## config.mk

```make
export PLATFORM = sky130hd
export DESIGN_NAME = pc_move_engine
export DESIGN_NICKNAME = d
export VERILOG_FILES = /design/src/rtl/pc_move_engine.sv
export SDC_FILE = /design/constraint.sdc
export NUM_CORES = 1
export LEC_CHECK = 0
export ABC_AREA = 1
export BUFFER_PORTS_ARGS = -buffer_cell sky130_fd_sc_hd__buf_2
export CAP_MARGIN = 25
export CORE_MARGIN = 3
export CORE_UTILIZATION = 60
export CTS_CLUSTER_SIZE = 40
export DETAILED_ROUTE_END_ITERATION = 7
export GPL_ROUTABILITY_DRIVEN = 0
export PLACE_DENSITY = 0.81
export SYNTH_ARGS = -nofsm -noshare
export SYNTH_HDL_FRONTEND = slang
export SYNTH_SLANG_ARGS = --single-unit
```

## constraint.sdc

```tcl
create_clock -name clock -period 7 [get_ports clock]
set_clock_uncertainty 0.2 [all_clocks]
set_input_delay 0.7 -clock clock [delete_from_list [all_inputs] [get_ports clock]]
set_output_delay 0.7 -clock clock [all_outputs]
set_load 0.005 [all_outputs]
```

## src/rtl/pc_move_engine.sv

```systemverilog
// Computer opponent for the tic-tac-toe core: snapshots the board, scans win lines, block lines,
// then a preference order, and strobes pc with the chosen cell. Optional block scan: PC_MOVE_BLOCK_EN.
module pc_move_engine #(
  parameter logic [1:0] PLAYER_CODE = 2'b01,
  parameter logic [1:0] PC_CODE     = 2'b10,
  parameter int         HOLD_CYCLES = 1
) (
  input  logic        clock,
  input  logic        reset,
  input  logic        start,
  input  logic [17:0] board,
  output logic [3:0]  pc_pos,
  output logic        pc,
  output logic        busy,
  output logic        done,
  output logic        no_move
);

  localparam logic [2:0] IDLE       = 3'd0;
  localparam logic [2:0] SCAN_WIN   = 3'd1;
  localparam logic [2:0] SCAN_BLOCK = 3'd2;
  localparam logic [2:0] SCAN_PREF  = 3'd3;
  localparam logic [2:0] ISSUE      = 3'd4;
  localparam logic [2:0] DONE       = 3'd5;

  logic [2:0]  state;
  logic [3:0]  idx;
  logic [3:0]  hold_cnt;
  logic [17:0] snap;

  function automatic logic [11:0] line_cells(input logic [2:0] k);
    case (k)
      3'd0:    line_cells = {4'd2, 4'd1, 4'd0};
      3'd1:    line_cells = {4'd5, 4'd4, 4'd3};
      3'd2:    line_cells = {4'd8, 4'd7, 4'd6};
      3'd3:    line_cells = {4'd6, 4'd3, 4'd0};
      3'd4:    line_cells = {4'd7, 4'd4, 4'd1};
      3'd5:    line_cells = {4'd8, 4'd5, 4'd2};
      3'd6:    line_cells = {4'd8, 4'd4, 4'd0};
      default: line_cells = {4'd6, 4'd4, 4'd2};
    endcase
  endfunction

  function automatic logic [3:0] pref_cell(input logic [3:0] j);
    case (j)
      4'd0:    pref_cell = 4'd4;
      4'd1:    pref_cell = 4'd0;
      4'd2:    pref_cell = 4'd2;
      4'd3:    pref_cell = 4'd6;
      4'd4:    pref_cell = 4'd8;
      4'd5:    pref_cell = 4'd1;
      4'd6:    pref_cell = 4'd3;
      4'd7:    pref_cell = 4'd5;
      default: pref_cell = 4'd7;
    endcase
  endfunction

  function automatic logic [1:0] cell_at(input logic [17:0] b, input logic [3:0] i);
    logic [17:0] sh;
    sh = b >> (2 * i);
    cell_at = sh[1:0];
  endfunction

  logic [1:0]  code;
  logic [11:0] lc;
  logic [1:0]  c0, c1, c2;
  logic        line_hit;
  logic [3:0]  line_tgt;
  logic [3:0]  pref_tgt;
  logic        pref_free;

  // One line (or one preference candidate) is evaluated per clock from the snapshot.
  always_comb begin
    code      = (state == SCAN_BLOCK) ? PLAYER_CODE : PC_CODE;
    lc        = line_cells(idx[2:0]);
    c0        = cell_at(snap, lc[3:0]);
    c1        = cell_at(snap, lc[7:4]);
    c2        = cell_at(snap, lc[11:8]);
    line_hit  = ((c0 == code) && (c1 == code) && (c2 == 2'b00)) ||
                ((c0 == code) && (c1 == 2'b00) && (c2 == code)) ||
                ((c0 == 2'b00) && (c1 == code) && (c2 == code));
    line_tgt  = (c0 == 2'b00) ? lc[3:0] : ((c1 == 2'b00) ? lc[7:4] : lc[11:8]);
    pref_tgt  = pref_cell(idx);
    pref_free = (cell_at(snap, pref_tgt) == 2'b00);
  end

  always_ff @(posedge clock or negedge reset) begin
    if (!reset) begin
      state    <= IDLE;
      idx      <= '0;
      hold_cnt <= '0;
      snap     <= '0;
      pc_pos   <= '0;
      pc       <= 1'b0;
      busy     <= 1'b0;
      done     <= 1'b0;
      no_move  <= 1'b0;
    end else begin
      case (state)
        IDLE: if (start) begin
          snap    <= board;
          idx     <= '0;
          no_move <= 1'b0;
          busy    <= 1'b1;
          state   <= SCAN_WIN;
        end
        SCAN_WIN, SCAN_BLOCK: begin
          if (line_hit) begin
            pc_pos   <= line_tgt;
            pc       <= 1'b1;
            hold_cnt <= 4'(HOLD_CYCLES - 1);
            state    <= ISSUE;
          end else if (idx == 4'd7) begin
            idx <= '0;
`ifdef PC_MOVE_BLOCK_EN
            state <= (state == SCAN_WIN) ? SCAN_BLOCK : SCAN_PREF;
`else
            state <= SCAN_PREF;
`endif
          end else begin
            idx <= idx + 4'd1;
          end
        end
        SCAN_PREF: begin
          if (pref_free) begin
            pc_pos   <= pref_tgt;
            pc       <= 1'b1;
            hold_cnt <= 4'(HOLD_CYCLES - 1);
            state    <= ISSUE;
          end else if (idx == 4'd8) begin
            no_move <= 1'b1;
            done    <= 1'b1;
            state   <= DONE;
          end else begin
            idx <= idx + 4'd1;
          end
        end
        ISSUE: begin
          if (hold_cnt == 4'd0) begin
            pc    <= 1'b0;
            done  <= 1'b1;
            state <= DONE;
          end else begin
            hold_cnt <= hold_cnt - 4'd1;
          end
        end
        DONE: begin
          done  <= 1'b0;
          busy  <= 1'b0;
          state <= IDLE;
        end
        default: state <= IDLE;
      endcase
    end
  end

endmodule

```

==> results.md, run 1 <==
Setup path:
- STA puts the critical path data required time at 6.98 ns.
- The slack of the worst reg-to-reg path is 4.07 ns.
- STA classifies the critical path startpoint as a flop.
- The worst setup path is captured at a flop.
- The critical path class is reg -> reg.
- Data on the critical path arrives at its endpoint at 2.92 ns.
- Along the worst path, the maximum fanout reaches 11.

Clock network:
- The insertion delay of the later-clocked pin in the worst-skew pair is 0.29 ns.
- The count of H-tree levels built during CTS is 2.
- The total of cells resized after clock tree synthesis is 0.
- After clock tree synthesis, the clock-pin slew on the worst setup and hold paths is 0.07 ns.
- In this run, CTS created clock tree buffers numbering 5.
- After clock tree synthesis, the setup repair step added 0 buffers.
- The TritonCTS clock tree is yes.
- In this run, post-CTS hold repair placed 0 buffers.
- The tree built by TritonCTS fans out to 37 sinks.
- Clock tree synthesis selected as its root buffer the cell clkbuf_8.
- The deepest clock path buffer count is 2.

Finish:
- Compared with the post-synthesis result, the final layout area differs by 9.91%.
- After filler insertion, the fill cell instance count of the layout stands at 404.
- Of the cells placed in the final design, the portion with a size suffix greater than 1 is 0.159.
- After the last flow step, the layout net total stands at 481.
- 0 antenna diodes ended up in the layout.

STA:
- The portion of the clock cycle consumed by the worst path in the final layout is 0.419.
- Setup repair after global routing left no endpoint under its margin.
- Setup violations remaining at the end of the flow were counted as 0.
- The maximum frequency from static timing analysis is 341 MHz.
- Summed over all failing endpoints, the final setup total negative slack is 0 ns.
- The worst slew slack as a fraction of its limit is 0.446.
- The smallest hold slack is 0.295 ns.
- The final critical-path required period is 2.93 ns.
- The max-slew violation count was 0.
- For the pin with the worst max-slew slack, the measured transition is 0.830 ns.
- The final-report hold violation count is 0.

Route:
- Dividing the detail-routed wire length by the instance count gives 14.4 µm.
- Using the TritonRoute via totals, the vias-per-cell ratio works out to 5.74.
- The initial DRC count is 343.
- The count of nets left with antenna violations once routing finished came out at 0.
- The total routed wirelength is 7310 µm.
- The total iterations of the first detailed-routing run is 5.
- The routed layout has 2,906 vias.
- The remaining routing DRC violations is 0.

Floorplan:
- During I/O placement, the number of pins put on the boundary was 29.
- The initial core utilization is 0.638.
- The count of standard-cell rows is 24.
- The chip height is 75.0 µm.
- The standard cell core area is 0.00447 mm².
- The chip width is 75.0 µm.
- The area of the die is 0.00562 mm².

Run:
- Across the run, the number of max-cap violations was 0.

Outcome:
- The run finished with clean final reports.

Synth:
- The yosys synthesis warning count is 0.
- Synthesis produced 424 cells.
- Sorting the synthesized cells by area gives the leading types as dfrtp_1 32%, nand2_1 18%, nand3_1 9.5%.
- The per-instance average area after synthesis is 6.73 µm².
- The share of synthesized area occupied by flip-flops and latches is 0.325.
- The portion of synthesized cell area occupied by the leading cell type is 0.325.
- The flop and latch count out of synthesis is 37.
- The largest total area in the synthesized netlist belongs to dfrtp_1.
- The number of distinct standard cells referenced by the synthesized netlist is 36.
- The mapped netlist covers 0.00285 mm².
- The total nets after synthesis is 452.

Global routing:
- Global routing finished with a remaining overflow of 0.
- The via count of the first global-routing pass is 2,718.
- The first global-routing pass estimated 12,300 µm of wire.
- The initial antenna violation count is 0.
- For this run, the total global-route usage over all layers was measured as 0.286.
- The maximum number of pins on one net before global-route repair is 38.

Placement:
- Detailed placement finished with a half-perimeter wire length of 5690 µm.
- The quantity of I/O buffers inserted on ports is 28.

Hold path:
- The path category of the worst min-delay check is reg -> reg.
## registers in the layout, indices dropped and copies added (netlist names)
| signal | count |
|---|---|
| busy | 1 |
| pc_pos | 4 |
| idx | 4 |
| snap | 18 |
| hold_cnt | 4 |
| pc | 1 |
| no_move | 1 |
| state | 3 |
| done | 1 |
## metal layers
metal | vias up | routed length [µm] | GRT usage
met5 | - | 0 | 0
met4 | 0 | 92 | 0.0692
met2 | 122 | 3350 | 0.450
li1 | 1428 | - | -
met3 | 8 | 635 | 0.0628
met1 | 1348 | 3230 | 0.404
## stage by stage
step | setup slack (ns) | util | instances | instance area (µm²)
after global placement | 4.16 | 0.671 | 497 | 3000
after CTS | 4.09 | 0.697 | 505 | 3120
after global routing | 3.84 | 0.701 | 506 | 3140
after floorplan | 4.52 | - | 424 | 2850
final | 4.07 | 0.701 | 506 | 3140
after detailed placement | 4.11 | 0.671 | 497 | 3000
## kinds of logic (layout without fill, tap and decap cells)
logic type      count (synthesis)  after routing  share of synthesized area
xor+xnor                        2              2                    0.00614
flops                          37             37                      0.325
buf+inv                        65             95                     0.0961
fa+ha+maj                       7              7                     0.0307
simple gates                  265            265                      0.441
compound gates                 48             48                      0.101
## path summary, 6_finish.rpt
check,from,to,depth (start not counted)
setup reg to reg,idx[1],hold_cnt[2],16
max in group asynchronous,reset,state[2],1
hold reg to reg,no_move,no_move,1
min in group asynchronous,reset,snap[15],1
setup / recovery,idx[1],hold_cnt[2],16
hold / removal,no_move,no_move,1
## cell usage after synthesis, drive strengths merged
cell,number
ha,7
nor4,2
inv,56
xnor2,1
nand2,149
a21oi,9
o31ai,1
nor2,36
nand3,61
o21a,2
o311ai,3
o22ai,1
nand3b,4
o211ai,1
nor3,4
and3,1
dfrtp,37
nand4,8
clkinv,2
a31oi,3
clkbuf,3
buf,4
xor2,1
o21ai,28
## worst max-delay path, cell delays in order, from the launching register on
cell,delay (ns)
dfrtp_1,0.43
inv_1,0.13
ha_1,0.27
o21ai_4,0.33
nand3_2,0.17
nand2_1,0.16
nand2_1,0.06
nand3b_1,0.11
nand2_1,0.07
nand2_2,0.10
nand3_2,0.08
nor2_1,0.14
nand2_2,0.11
nand4_4,0.18
nand3_2,0.13
nand2_1,0.09
nand2_1,0.05
## final cells by class
class | count | area [µm²] | area share
Timing Repair Buffer | 29 | 155 | 0.0495
Sequential cell | 37 | 926 | 0.295
Clock inverter | 1 | 30.0 | 0.00958
Multi-Input combinational cell | 322 | 1660 | 0.528
Clock buffer | 7 | 86.3 | 0.0275
Inverter | 58 | 218 | 0.0694
Tap cell | 52 | 65.1 | 0.0208
## cells in the final DEF (no fill, tap or decap), types with 2 or more instances in the layout
cell type,n
o21a_1,2
o21ai_0,23
nand4_1,7
buf_2,28
o311ai_0,3
nor4_1,2
a31oi_1,3
nand2_2,7
clkinv_1,2
o21ai_1,2
nor2_4,2
nand2_1,136
nand3_2,7
nand3b_1,4
nor2_1,30
a21oi_1,8
inv_1,52
nor3_1,3
o21ai_2,2
ha_1,7
clkbuf_8,6
nand2_4,6
nand3_1,54
dfrtp_1,37
nor2_2,4
inv_2,4
Power of run 1 is not shown: default switching activity piles up to over one toggle a cycle in this logic, so the estimate is an artifact.
==> run 2: changes to the inputs <==
--- a/config.mk
+++ b/config.mk
@@ -9,11 +9,11 @@
 export BUFFER_PORTS_ARGS = -buffer_cell sky130_fd_sc_hd__buf_2
 export CAP_MARGIN = 25
 export CORE_MARGIN = 3
-export CORE_UTILIZATION = 60
+export CORE_UTILIZATION = 54
 export CTS_CLUSTER_SIZE = 40
 export DETAILED_ROUTE_END_ITERATION = 7
 export GPL_ROUTABILITY_DRIVEN = 0
-export PLACE_DENSITY = 0.81
+export PLACE_DENSITY = 0.77
 export SYNTH_ARGS = -nofsm -noshare
 export SYNTH_HDL_FRONTEND = slang
 export SYNTH_SLANG_ARGS = --single-unit
==> constraint.sdc (replaced) <==
create_clock -name clock -period 2.6 [get_ports clock]
set_clock_uncertainty 0.2 [all_clocks]
set_input_delay 0.26 -clock clock [delete_from_list [all_inputs] [get_ports clock]]
set_output_delay 0.26 -clock clock [all_outputs]
set_load 0.005 [all_outputs]
==> results.md, run 2 (synthesis results as in run 1) <==
Floorplan:
- The chip width is 78.7 µm.
- The die is 78.7 µm tall.
- Pin placement for this block handled 29 I/O pins.
- The standard cell core area is 0.00491 mm².
- The initial core utilization is 0.581.
- The count of standard-cell rows is 25.
- The floorplan step defined a die boundary enclosing 0.00619 mm².

Setup path:
- Among cell families on the critical path, the largest total delay comes from simple AND/OR/NAND/NOR gates.
- Measured in cells, the most critical reg-to-reg path has a length of 18.
- The kind of end point of the critical path is a flop.
- The data arrival time of the worst path is 2.76 ns.
- STA classifies the critical path startpoint as a flop.
- STA puts the critical path data required time at 2.59 ns.
- The slack of the worst reg-to-reg path is -0.17 ns.
- The buffers plus inverters on the worst setup path is 2.
- The source of the worst register-to-register timing path is idx[0].
- The critical path's largest stage delay is 0.44 ns.
- The critical path class is reg -> reg.
- The capture instance of the worst register-to-register path is pc_pos[2].
- The signal on the critical path passes through buf_6 -> ha_4 -> nand2_4 -> inv_4 -> nor2_4 -> nand2_4 -> nand2_1 -> nand3_1 -> nand2_1 -> nand2_1 -> nand2_1 -> nand2_2 -> nor2_1 -> nand2_2 -> nand4_4 -> nand2_4 -> nand2_1 -> o21ai_2.
- The slowest stage of the critical path belongs to the cell dfrtp_2.
- The most frequent cell on the critical path is nand2_1.
- The largest fanout on the critical path is 8.

Finish:
- The multi-input combinational cells in the finished layout cover a total of 0.00183 mm².
- Once layout is complete, the utilization of the core stands at 0.772.
- The final cell area excluding filler cells is 0.00379 mm².
- The flip-flop count of the largest register after layout is 18.
- The final net count is 538.
- The number of antenna repair diodes is 0.
- The fill cell total of the finished layout is 355.
- The library cells used most frequently in the layout, excluding fill and tap cells, are 131 x nand2_1, 51 x nand3_1, 47 x inv_1.
- The register with the most flip-flops in the final layout is snap.
- The library cell used most frequently in the layout, excluding fill and tap cells, is nand2_1.
- The layout cell share with drive strength beyond 1 is 0.261.
- Relative to the synthesized area, the layout overhead comes to 32.9%.
- The area used by sequential logic in the layout is 928 µm².

Route:
- The via density per instance is 5.59.
- Summing over every cut layer, the via total after detailed routing is 3,223.
- Dividing the detail-routed wire length by the instance count gives 14.9 µm.
- The total routed wirelength is 8580 µm.
- The initial DRC count is 383.
- After detailed routing, the number of remaining DRC violations is 0.
- The total iterations of the first detailed-routing run is 6.
- In this run the remaining antenna-violating nets after routing total 0.

STA:
- Measured against its own limit, the worst slew margin works out to 0.443.
- For the finished layout, the period the worst path requires is 2.77 ns.
- The final-report hold violation count is 0.
- For the final routed database, the setup TNS stands at -2.21 ns.
- The max-slew violation count was 0.
- The worst-case setup margin in the final layout is -0.170 ns.
- In the finished design, the share of the clock period the worst path needs comes to 1.07.
- At the pin with the least slew margin, the transition time is 0.836 ns.
- The maximum frequency from static timing analysis is 361 MHz.
- Setup repair after global routing could not meet its margin everywhere.
- The count of final setup violators is 17.

Global routing:
- Entering global routing, the biggest net connects 38 pins.
- The leftover overflow at the end of global routing is 0.
- The via count of the first global-routing pass came to 3,188.
- The overall global routing resource usage is 0.301.
- The initial antenna violation count was 0.
- The first global-routing pass estimated 14,700 µm of wire.

Hold path:
- The tightest min-delay check is of the reg -> reg type.
- The path with the worst hold slack has its endpoint at pc_pos[0].
- Counting instances, the worst hold path has a depth of 2.
- The source of the worst hold timing path is pc_pos[0].

Clock network:
- The insertion delay of the later-clocked pin in the worst-skew pair is 0.30 ns.
- The count of H-tree levels built during CTS is 2.
- The TritonCTS clock tree is yes.
- After clock tree synthesis, the clock-pin slew on the worst setup and hold paths is 0.08 ns.
- The total number of clock tree sinks is 37.
- The clock root buffer is clkbuf_8.
- Counting the buffers created by CTS gives 5.
- In this run the deepest clock path goes through 2 buffers.

Placement:
- The detailed-placement wirelength estimate is 6010 µm.
- Before CTS, the worst setup slack after placement is -0.174 ns.
- In this run the tool buffered the top-level ports with 28 buffer cells.
- In this run the cell area measured after placement is 0.00328 mm².

Outcome:
- The run finished, with violations left.
- The final reports fail on setup timing.

Run:
- The max-capacitance violation count is 0.
## run 2: cell types whose count changed in the layout (fill, tap and decap cells not counted), moves of 4 or more
| cell | before | now |
|---|---|---|
| nor2_4 | 2 | 6 |
| ha_1 | 7 | 2 |
| nand2_1 | 136 | 131 |
| ha_4 | 0 | 4 |
| dlygate4sd3_1 | 0 | 19 |
| buf_4 | 0 | 33 |
| inv_1 | 52 | 47 |
## run 2: how the worst max path moves through the flow
stage,slack (ns),end,startpoint,depth (start not counted)
6_report,-0.17,pc_pos[2],idx[0],18
2_1_floorplan,0.12,pc_pos[2],idx[0],17
4_1_cts,-0.05,pc_pos[2],idx[0],19
5_1_grt,-0.29,pc_pos[2],idx[0],18
3_3_place_gp,-0.11,pc_pos[0],idx[1],20
3_5_place_dp,-0.17,pc_pos[2],idx[1],19
## run 2: layer usage
layer,track usage,wire (µm),vias to the layer above
met5,0,0,-
met4,0.108,196,0
met3,0.0803,771,30
met2,0.485,4070,183
met1,0.387,3550,1461
li1,-,-,1549
## run 2: worst register-to-register path, delay by kind of cell (launching register included)
| kind | cells | cell delay (ns) |
|---|---|---|
| AO/OA/AOI/OAI | 1 | 0.05 |
| flip-flops | 1 | 0.44 |
| AND/OR/NAND/NOR | 14 | 1.63 |
| buffers and inverters | 2 | 0.18 |
| adder cells (fa/ha/maj) | 1 | 0.18 |
## run 2: area by class of cell
| class | count | area share |
|---|---|---|
| Multi-Input combinational cell | 324 | 0.482 |
| Tap cell | 67 | 0.0221 |
| Sequential cell | 37 | 0.245 |
| Inverter | 58 | 0.0594 |
| Timing Repair Buffer | 84 | 0.169 |
| Clock buffer | 7 | 0.0228 |
## run 2: what timing repair did
action | CTS | global route
hold buffers | 19 | 0
endpoints found under the setup margin | 16 | 18
cloned | 2 | 0
resized for setup | 30 | 16
buffers inserted | 5 | 1
hold endpoints to repair | 55 | 0
pin swaps | 15 | 11
## run 2: per-stage QoR
stage	hold slack, ns	instances
after floorplan	-0.236	424
after global placement	0.197	543
after detailed placement	0.211	543
after CTS	0.294	576
after global routing	0.300	577
final	0.290	577
Power of run 2 is left out for the same reason.
==> run 3: changes to the inputs <==
--- a/config.mk
+++ b/config.mk
@@ -9,11 +9,10 @@
 export BUFFER_PORTS_ARGS = -buffer_cell sky130_fd_sc_hd__buf_2
 export CAP_MARGIN = 25
 export CORE_MARGIN = 3
-export CORE_UTILIZATION = 54
+export CORE_UTILIZATION = 35
 export CTS_CLUSTER_SIZE = 40
 export DETAILED_ROUTE_END_ITERATION = 7
 export GPL_ROUTABILITY_DRIVEN = 0
-export PLACE_DENSITY = 0.77
 export SYNTH_ARGS = -nofsm -noshare
 export SYNTH_HDL_FRONTEND = slang
 export SYNTH_SLANG_ARGS = --single-unit
==> results.md, run 3 (synthesis results as in run 1) <==
Outcome:
- The flow ran to the end, but the final reports show violations.
- The checks that failed: setup timing.

Setup path:
- The capture instance of the worst register-to-register path is pc_pos[2].
- The number of buffers and inverters on the critical path is 3.
- The launching instance or port of the critical path is idx[0].
- The worst path required time is 2.58 ns.
- By startpoint and endpoint, the worst setup path is classified as reg -> reg.
- The critical path's largest stage delay is 0.45 ns.
- The capture point of the worst path is pc_pos[2].
- The source of the worst register-to-register timing path is idx[0].
- The slack of the worst reg-to-reg path is -0.11 ns.
- The most frequent cell on the critical path is nand2_2.
- The data arrival time of the worst path is 2.69 ns.
- The critical path crosses 19 cells after its start point.
- Measured in cells, the most critical reg-to-reg path has a length of 19.
- STA classifies the critical path endpoint as a flop.
- The slowest stage of the critical path belongs to the cell dfrtp_2.
- Walking the worst path, the cells encountered are buf_6 -> ha_4 -> nand2_2 -> inv_2 -> nor2_4 -> buf_12 -> nand3_1 -> nand3_2 -> nand2_2 -> nand2_2 -> nand2_2 -> nand2_4 -> nand3_4 -> nor2_4 -> nand2_4 -> nand4_4 -> nand2_4 -> nand2_2 -> o21ai_2.
- The cell family contributing the most delay on the critical path is simple AND/OR/NAND/NOR gates.
- The critical path startpoint category is a flop.
- Along the worst path, the maximum fanout reaches 8.

Floorplan:
- The initial utilization of the core area, before any placement, comes to 0.365.
- The core region is 0.00781 mm².
- Measured along the x axis, the die boundary spans 96.3 µm.
- The floorplan step defined a die boundary enclosing 0.00927 mm².
- The count of standard-cell rows is 32.
- The chip height is 96.3 µm.
- The I/O pin count is 29.

Finish:
- Leaving out fill and tap cells, the most frequent cells in the layout are 108 x nand2_1, 50 x buf_4, 46 x inv_1.
- Of the cells placed in the final design, the portion with a size suffix greater than 1 is 0.357.
- More flip-flops sit in one register than any other, and that register is snap.
- The repair_antennas step left the layout with diodes totalling 0.
- The layout-stage area growth over the synthesis result is 45.4%.
- After the flow finishes, the layout carries non-filler instances totaling 631.
- The fill cell total of the finished layout is 737.
- The final cell utilization of the core is 0.531.
- The library cell used most frequently in the layout, excluding fill and tap cells, is nand2_1.
- At the end of the flow, the number of nets in the layout was 556.
- The flip-flop count of the largest register after layout is 18.

Global routing:
- In the global route stage, overall resource usage came out at 0.195.
- After global routing the overflow that remains totals 0.
- The initial antenna violation count is 0.
- Entering global routing, the biggest net connects 38 pins.
- The via count of the first global-routing pass came to 3,061.
- The global-route wire length before repair is 14,200 µm.

STA:
- In the post-route analysis, the smallest setup slack over all paths is -0.107 ns.
- The maximum frequency from static timing analysis is 369 MHz.
- The slew at the pin with the worst max-slew slack is 0.838 ns.
- The max-slew violation count is 0.
- Setup repair after global routing could not meet its margin everywhere.
- The portion of the clock cycle consumed by the worst path in the final layout is 1.04.
- The count of final setup violators is 16.
- The final-report hold violation count was 0.
- The worst slew slack as a fraction of its limit is 0.441.
- Counting I/O delays and the setup requirement, the final critical path takes 2.71 ns.
- Final hold analysis gives a worst-case slack of 0.192 ns.

Clock network:
- The insertion delay of the later-clocked pin in the worst-skew pair is 0.30 ns.
- TritonCTS built the clock tree.
- The H-tree was split into 2 levels.
- The number of clock buffers added by TritonCTS is 5.
- The clock-pin slew on the worst setup and hold paths is 0.08 ns.
- The clock passes through at most 2 buffers.
- The tree is rooted in a clkbuf_8.
- For this design, the sink count on the clock tree is 37.

Run:
- The max-capacitance violation count is 0.

Hold path:
- The worst hold path belongs to the class in -> reg.

Placement:
- The number of placed instances with taps included is 594.
- Input and output buffers added on the ports amount to 28.
- The detailed-placement wirelength estimate is 6120 µm.
- Timing analysis after detailed placement gives a worst setup slack of -0.209 ns.

Route:
- The total iterations of the first detailed-routing run is 5.
- In the routed design, unresolved DRC markers number 0.
- The total routed wirelength is 8650 µm.
- The routed length per instance is 13.7 µm.
- The via density per instance is 5.07.
- The routed layout has 3,197 vias.
- The detail route stage leaves a number of antenna-violating nets equal to 0.
- The initial DRC count is 254.
## run 3: cell count changes in the layout (fill, tap and decap cells not counted), sizes merged
cell,delta
buf,+20
clkbuf,-1
clkinv,+2
nand2,-1
nor2,-1
## run 3: worst min path at each step
stage / start / to / slack (ns) / cells past startpoint
2_1_floorplan: reset / busy / -0.24 / 0
5_1_grt: start / snap[2] / 0.23 / 4
3_3_place_gp: reset / snap[6] / 0.22 / 1
3_5_place_dp: reset / snap[6] / 0.22 / 1
4_1_cts: start / snap[2] / 0.20 / 4
6_report: start / snap[2] / 0.19 / 4
## run 3: worst min-delay path: stages
cell and delay [ns]:
buf_2 0.10, inv_1 0.06, nor2_2 0.09, o21ai_0 0.14
## run 3: final cells by class
type	count	area (µm²)	share of cell area
clock inverter	2	10.0	0.00241
sequential	37	928	0.224
timing repair buffer	104	811	0.195
tap	102	128	0.0308
inverter	58	223	0.0537
multi-input combinational	322	1980	0.476
clock buffer	6	72.6	0.0175
## run 3: timing repair
| action | CTS | global route |
|---|---|---|
| buffers inserted | 8 | 1 |
| setup endpoints to repair | 17 | 18 |
| endpoints found under the hold margin | 55 | 0 |
| hold buffers | 19 | 0 |
| resized for setup | 57 | 38 |
| pin swaps | 3 | 18 |
| cloned | 1 | 0 |
## run 3: metrics by stage
stage               setup TNS [ns]  area (µm²)
floorplan                        0        2850
global placement             -2.57        3420
detailed placement           -2.87        3420
CTS                         -0.209        4010
global route                 -3.31        4150
finish                       -1.04        4150
## run 3: layer usage
layer | up-vias | track usage | routed length (µm)
met5 | - | 0 | 0
met4 | 0 | 0.0592 | 204
met3 | 17 | 0.0266 | 447
met2 | 112 | 0.321 | 4010
met1 | 1486 | 0.263 | 3990
li1 | 1582 | - | -
Power of run 3 is left out for the same reason.
